`src/rtl/alu_op_issuer.sv`:
```
// RV32I front-end issuer: decodes instruction fields into an ALU control code and operands,
// queues them in a small FIFO and hands them to the ALU stage over a valid/ready handshake.
module alu_op_issuer #(
    parameter int DEPTH = 2,
    parameter int XLEN  = 32
) (
    input  logic            clk,
    input  logic            rst_n,
    input  logic            in_valid,
    output logic            in_ready,
    input  logic [6:0]      opcode,
    input  logic [2:0]      funct3,
    input  logic [6:0]      funct7,
    input  logic [XLEN-1:0] rs1_data,
    input  logic [XLEN-1:0] rs2_data,
    input  logic [XLEN-1:0] imm,
    input  logic [XLEN-1:0] pc,
    output logic            out_valid,
    input  logic            out_ready,
    output logic [XLEN-1:0] alu_in1,
    output logic [XLEN-1:0] alu_in2,
    output logic [2:0]      alu_ctrl,
    output logic            illegal
);

    localparam int PW = $clog2(DEPTH);
    localparam int CW = PW + 1;
    localparam logic [CW-1:0] FULL = CW'(DEPTH);

    localparam logic [6:0] OP_R     = 7'b0110011;
    localparam logic [6:0] OP_I     = 7'b0010011;
    localparam logic [6:0] OP_LOAD  = 7'b0000011;
    localparam logic [6:0] OP_STORE = 7'b0100011;
    localparam logic [6:0] OP_BR    = 7'b1100011;
    localparam logic [6:0] OP_LUI   = 7'b0110111;
    localparam logic [6:0] OP_AUIPC = 7'b0010111;

    localparam logic [2:0] ALU_ADD = 3'd0;
    localparam logic [2:0] ALU_SUB = 3'd1;
    localparam logic [2:0] ALU_AND = 3'd2;
    localparam logic [2:0] ALU_OR  = 3'd3;
    localparam logic [2:0] ALU_XOR = 3'd4;
    localparam logic [2:0] ALU_SLL = 3'd5;
    localparam logic [2:0] ALU_SRL = 3'd6;
    localparam logic [2:0] ALU_SRA = 3'd7;

    typedef struct packed {
        logic            ill;
        logic [2:0]      ctrl;
        logic [XLEN-1:0] in1;
        logic [XLEN-1:0] in2;
    } entry_t;

    logic            is_r;
    logic            f7_zero;
    logic            f7_alt;
    logic            dec_ill;
    logic [2:0]      dec_ctrl;
    logic [XLEN-1:0] dec_in1;
    logic [XLEN-1:0] dec_in2;

    logic [CW-1:0]   count;
    logic [PW-1:0]   wr_ptr;
    logic [PW-1:0]   rd_ptr;
    logic            push;
    logic            pop;
    entry_t          mem [DEPTH];
    entry_t          head;

    assign is_r    = (opcode == OP_R);
    assign f7_zero = (funct7 == 7'b0000000);
    assign f7_alt  = (funct7 == 7'b0100000);

    always_comb begin
        dec_ill  = 1'b0;
        dec_ctrl = ALU_ADD;
        dec_in1  = '0;
        dec_in2  = '0;
        case (opcode)
            OP_R, OP_I: begin
                dec_in1 = rs1_data;
                dec_in2 = is_r ? rs2_data : imm;
                case (funct3)
                    3'b000: begin
                        // funct7 only qualifies R-type; for ADDI those bits belong to the immediate
                        if (is_r && f7_alt)
                            dec_ctrl = ALU_SUB;
                        else if (is_r && !f7_zero)
                            dec_ill = 1'b1;
                    end
                    3'b001: begin
                        dec_ctrl = ALU_SLL;
                        dec_ill  = !f7_zero;
                    end
                    3'b100: begin
                        dec_ctrl = ALU_XOR;
                        dec_ill  = is_r && !f7_zero;
                    end
                    3'b101: begin
                        if (f7_zero)
                            dec_ctrl = ALU_SRL;
                        else if (f7_alt)
                            dec_ctrl = ALU_SRA;
                        else
                            dec_ill = 1'b1;
                    end
                    3'b110: begin
                        dec_ctrl = ALU_OR;
                        dec_ill  = is_r && !f7_zero;
                    end
                    3'b111: begin
                        dec_ctrl = ALU_AND;
                        dec_ill  = is_r && !f7_zero;
                    end
                    default: dec_ill = 1'b1;
                endcase
            end
            OP_LOAD, OP_STORE: begin
                dec_in1 = rs1_data;
                dec_in2 = imm;
            end
            OP_BR: begin
                dec_ctrl = ALU_SUB;
                dec_in1  = rs1_data;
                dec_in2  = rs2_data;
                dec_ill  = (funct3 != 3'b000) && (funct3 != 3'b001);
            end
            OP_LUI: begin
                dec_in2 = imm;
            end
            OP_AUIPC: begin
                dec_in1 = pc;
                dec_in2 = imm;
            end
            default: dec_ill = 1'b1;
        endcase
        // Illegal entries still travel down the queue, but carry a neutral payload
        if (dec_ill) begin
            dec_ctrl = ALU_ADD;
            dec_in1  = '0;
            dec_in2  = '0;
        end
    end

    assign in_ready  = (count != FULL);
    assign out_valid = (count != '0);
    assign push      = in_valid && in_ready;
    assign pop       = out_valid && out_ready;

    always_ff @(posedge clk) begin
        if (!rst_n) begin
            count  <= '0;
            wr_ptr <= '0;
            rd_ptr <= '0;
        end else begin
            if (push)
                wr_ptr <= wr_ptr + PW'(1);
            if (pop)
                rd_ptr <= rd_ptr + PW'(1);
            if (push && !pop)
                count <= count + CW'(1);
            else if (pop && !push)
                count <= count - CW'(1);
        end
    end

    always_ff @(posedge clk) begin
        if (rst_n && push)
            mem[wr_ptr] <= '{ill: dec_ill, ctrl: dec_ctrl, in1: dec_in1, in2: dec_in2};
    end

    // Storage is not reset, so the head is masked to zero whenever the queue is empty
    assign head     = mem[rd_ptr];
    assign alu_in1  = out_valid ? head.in1  : '0;
    assign alu_in2  = out_valid ? head.in2  : '0;
    assign alu_ctrl = out_valid ? head.ctrl : ALU_ADD;
    assign illegal  = out_valid ? head.ill  : 1'b0;

endmodule
```
`config.mk`:
```
export PLATFORM = sky130hd
export DESIGN_NAME = alu_op_issuer
export DESIGN_NICKNAME = d
export VERILOG_FILES = /design/src/rtl/alu_op_issuer.sv
export SDC_FILE = /design/constraint.sdc
export NUM_CORES = 1
export LEC_CHECK = 0
export BUFFER_PORTS_ARGS = -buffer_cell sky130_fd_sc_hd__buf_2
export CORE_UTILIZATION = 30
export CTS_CLUSTER_DIAMETER = 200
export DETAILED_ROUTE_END_ITERATION = 8
export SETUP_SLACK_MARGIN = 0.15
export SLEW_MARGIN = 5
export SYNTH_ARGS = -nofsm -noshare
export SYNTH_HDL_FRONTEND = slang
export SYNTH_SLANG_ARGS = --single-unit
export TNS_END_PERCENT = 50
```
`constraint.sdc`:
```
create_clock -name clk -period 5.75 [get_ports clk]
set_input_delay 1.15 -clock clk [delete_from_list [all_inputs] [get_ports clk]]
set_output_delay 1.15 -clock clk [all_outputs]
set_load 0.02 [all_outputs]
```
==> summary.txt <==
Status
  • Status: finished, final reports clean

Global routing
  • Initial antenna violation count: 0
  • Grt total ovfl: 0
  • Vias in the first global route: around 4.6k
  • Largest net degree at the start of global routing: 69
  • GRT Total Usage: about 15%
  • First-pass GRT wire length: ~25000 um

STA
  • Max Fclk: 284 MHz
  • Slew HR: between 10% and 20%
  • Setup TNS: 0 ns
  • Final Max Tran Viols: 0
  • Period utilisation layout: 61.3%
  • Fin crit period: around 3.5 ns
  • Worst Skew: between 0.005 and 0.006 ns
  • Final hold viol count: 0
  • Final setup viols: 0
  • RSZ-0062 raised after global routing: no
  • Final worst slack: between 2 and 2.5 ns
  • Worst Tran Pin Value: approximately 1.2 ns

Logic synthesis
  • Most frequent cells after synthesis: edfxtp_1, nor2_1, mux2i_1
  • Post-synthesis net count: roughly 660
  • Avg Inst Size Synth: 12.9 um2
  • Post-synthesis cell count: about 510
  • Synthesis Warnings: 0
  • #FFs+latches synth: around 140
  • Synth top area cells: edfxtp_1, mux2i_1, a22oi_1, nor3_1, nor2_1
  • Count leader, synth: edfxtp_1
  • EDFF count, synth: 136
  • Post-synthesis async set-or-reset flop share: 0%
  • Main flop type after synthesis: edfxtp_1
  • Post-synth top area share: 62.2%
  • Register area share after synthesis: a little under two thirds
  • Post-Syn Area: ~6600 um2
  • Synth unique cells: between 40 and 50
  • Area leader, netlist: edfxtp_1

Clock network
  • Post_cts resized: 0
  • TritonCTS clock tree: done
  • Root Driver: clkbuf_16
  • CTS Buffer Depth: 2
  • Setup bufs post-CTS: 0
  • H-tree depth: 4
  • Hold buffers post-CTS: 0
  • Clk pin slew, worst setup/hold paths: 0.06 ns
  • Clk sinks: 141
  • Clock Latency Late Sink: just over 0.4 ns
  • CTS buffer count: 17

Hold path
  • Tightest Hold Check Type: flop to flop

Floorplanning
  • Initial Utilization: 30.9%
  • Die area: about 22000 um2
  • Row count: 53
  • Chip width: roughly 150 um
  • Core Area: 21200 um2
  • Chip height: around 150 um
  • Io pins: between 200 and 250

Run
  • Max-cap violations: 0

Worst setup path
  • CP max stage delay: 1.05 ns
  • Critical path class: flop to output pin
  • CP required: around 4.6 ns
  • Slowest cell on crit path: dfxtp_4
  • Crit path max-delay family: flip-flops
  • Crit start category: flop
  • CP max FO: 57
  • Crit. End Element: output pin
  • CP Data Arrival Time: ~2.4 ns
  • Crit-path cells: buf_4 -> mux2i_1 -> nor2_1 -> buf_2
  • Buf/Inv on CP: 2

Power
  • Max VDD drop: around 200 uV
  • P_leak: about 3.1 nW
  • PwrDens: between 400 and 500 nW/um2

Final layout
  • Share of cells above drive strength 1: between 30 and 40%
  • N_diodes: 0
  • Final Instance Count excl. Fillers: 1002
  • Nets: roughly 860
  • Synth-to-Final Area Change: 29.7%

Routing
  • Total Wirelength: between 15000 and 20000 um
  • Residual DRC: 0
  • Avg Vias per Cell: 4.83
  • Per-cell routed wire length: ~17 um
  • Via count: just under 5k
  • Drt initial violations: 250
  • DR pass1 iterations: 6
  • Detail Route Antenna Nets: 0

Place
  • HPWL Detailed: between 10000 and 15000 um
  • GPL Wtd Cong: a little over 0.7
  • Inst Count DP: 970
  • Post-Place Worst Slack: between 2 and 2.5 ns
  • IO buf count: 218
cell families (layout without fill, tap and decap cells):
kind of cell    after synthesis  after routing  synth area share, %
fa+ha+maj                     1              1                0.190
flops                       141            141                 63.7
simple gates                173            173                 12.9
mux                          68             68                 10.4
buf+inv                      45            261                 3.18
compound gates               78             78                 8.99
xor+xnor                      5              5                0.667
state kept, by name (all words and copies together) (netlist names), named ones only:
| register | count |
|---|---|
| rd_ptr | 1 |
| mem | 136 |
| wr_ptr | 1 |
| count | 2 |
power breakdown:
| group | internal, W | switching (W) | leakage (nW) |
|---|---|---|---|
| sequential | 0.00122 | 0.000104 | 1.34 |
| combinational | 0.000370 | 0.000655 | 1.49 |
| clock | 0.000676 | 0.000407 | 0.279 |
metrics by stage:
stage	util, %	power [W]	hold WS (ns)	cell area [um2]
3_3_place_gp	37.4	0.00239	0.524	7940
3_5_place_dp	37.4	0.00240	0.538	7940
4_1_cts	40.1	0.00348	0.549	8520
5_1_grt	40.1	0.00361	0.607	8520
2_1_floorplan	-	0.00199	0.478	6570
6_report	40.1	0.00343	0.553	8520
layout by cell type (no fill, tap or decap), types with 2 or more instances in the layout:
cell and count:
clkinv_1 3, clkbuf_1 2, xor2_1 3, xnor2_1 2, inv_1 2, nand2b_1 4, clkinv_2 3, clkbuf_16 17
buf_4 9, dfxtp_1 4, buf_2 218, nand2_1 6, and3_1 2, o21ai_0 2, mux2i_1 68, bufinv_16 3
clkinv_4 2, clkinvlp_4 2, and2_1 4, nor2_1 72, nor2b_1 3, nor3_1 65, a21oi_1 3, a22oi_1 64
nor2_4 2, nand4b_1 2, edfxtp_1 136
worst reg2reg max path, delay by kind of cell (launching register included):
| kind | cells | cell delay, ns |
|---|---|---|
| AND/OR/NAND/NOR | 4 | 1.35 |
| flip-flops | 1 | 0.44 |
| buffers and inverters | 1 | 0.51 |
worst paths after layout:
| check | from | to | slack (ns) | depth (start not counted) |
|---|---|---|---|---|
| max reg2reg | count[0] | mem[0][1] | 3.10 | 5 |
| min | count[1] | count[1] | 0.55 | 2 |
| max | flop | alu_in1[21] | 2.22 | 4 |
| min reg2reg | count[1] | count[1] | 0.55 | 2 |
area by class of cell:
class                   instances  area (um2)
clock buffers                  19         433
repair buffers                227        1160
fillers                      2061       12700
flip-flops and latches        141        4190
clock inverters                13         149
well taps                     275         344
multi-input cells             325        2240
inverters                       2        7.51
layer usage:
metal | GRT usage, % | vias to the layer above | routed length (um)
met1 | 19.2 | 2290 | 7420
li1 | - | 2380 | -
met2 | 24.6 | 154 | 8010
met3 | 3.93 | 15 | 942
met5 | 0 | - | 0
met4 | 5.00 | 0 | 191
Power figures use the tool's default switching activity.
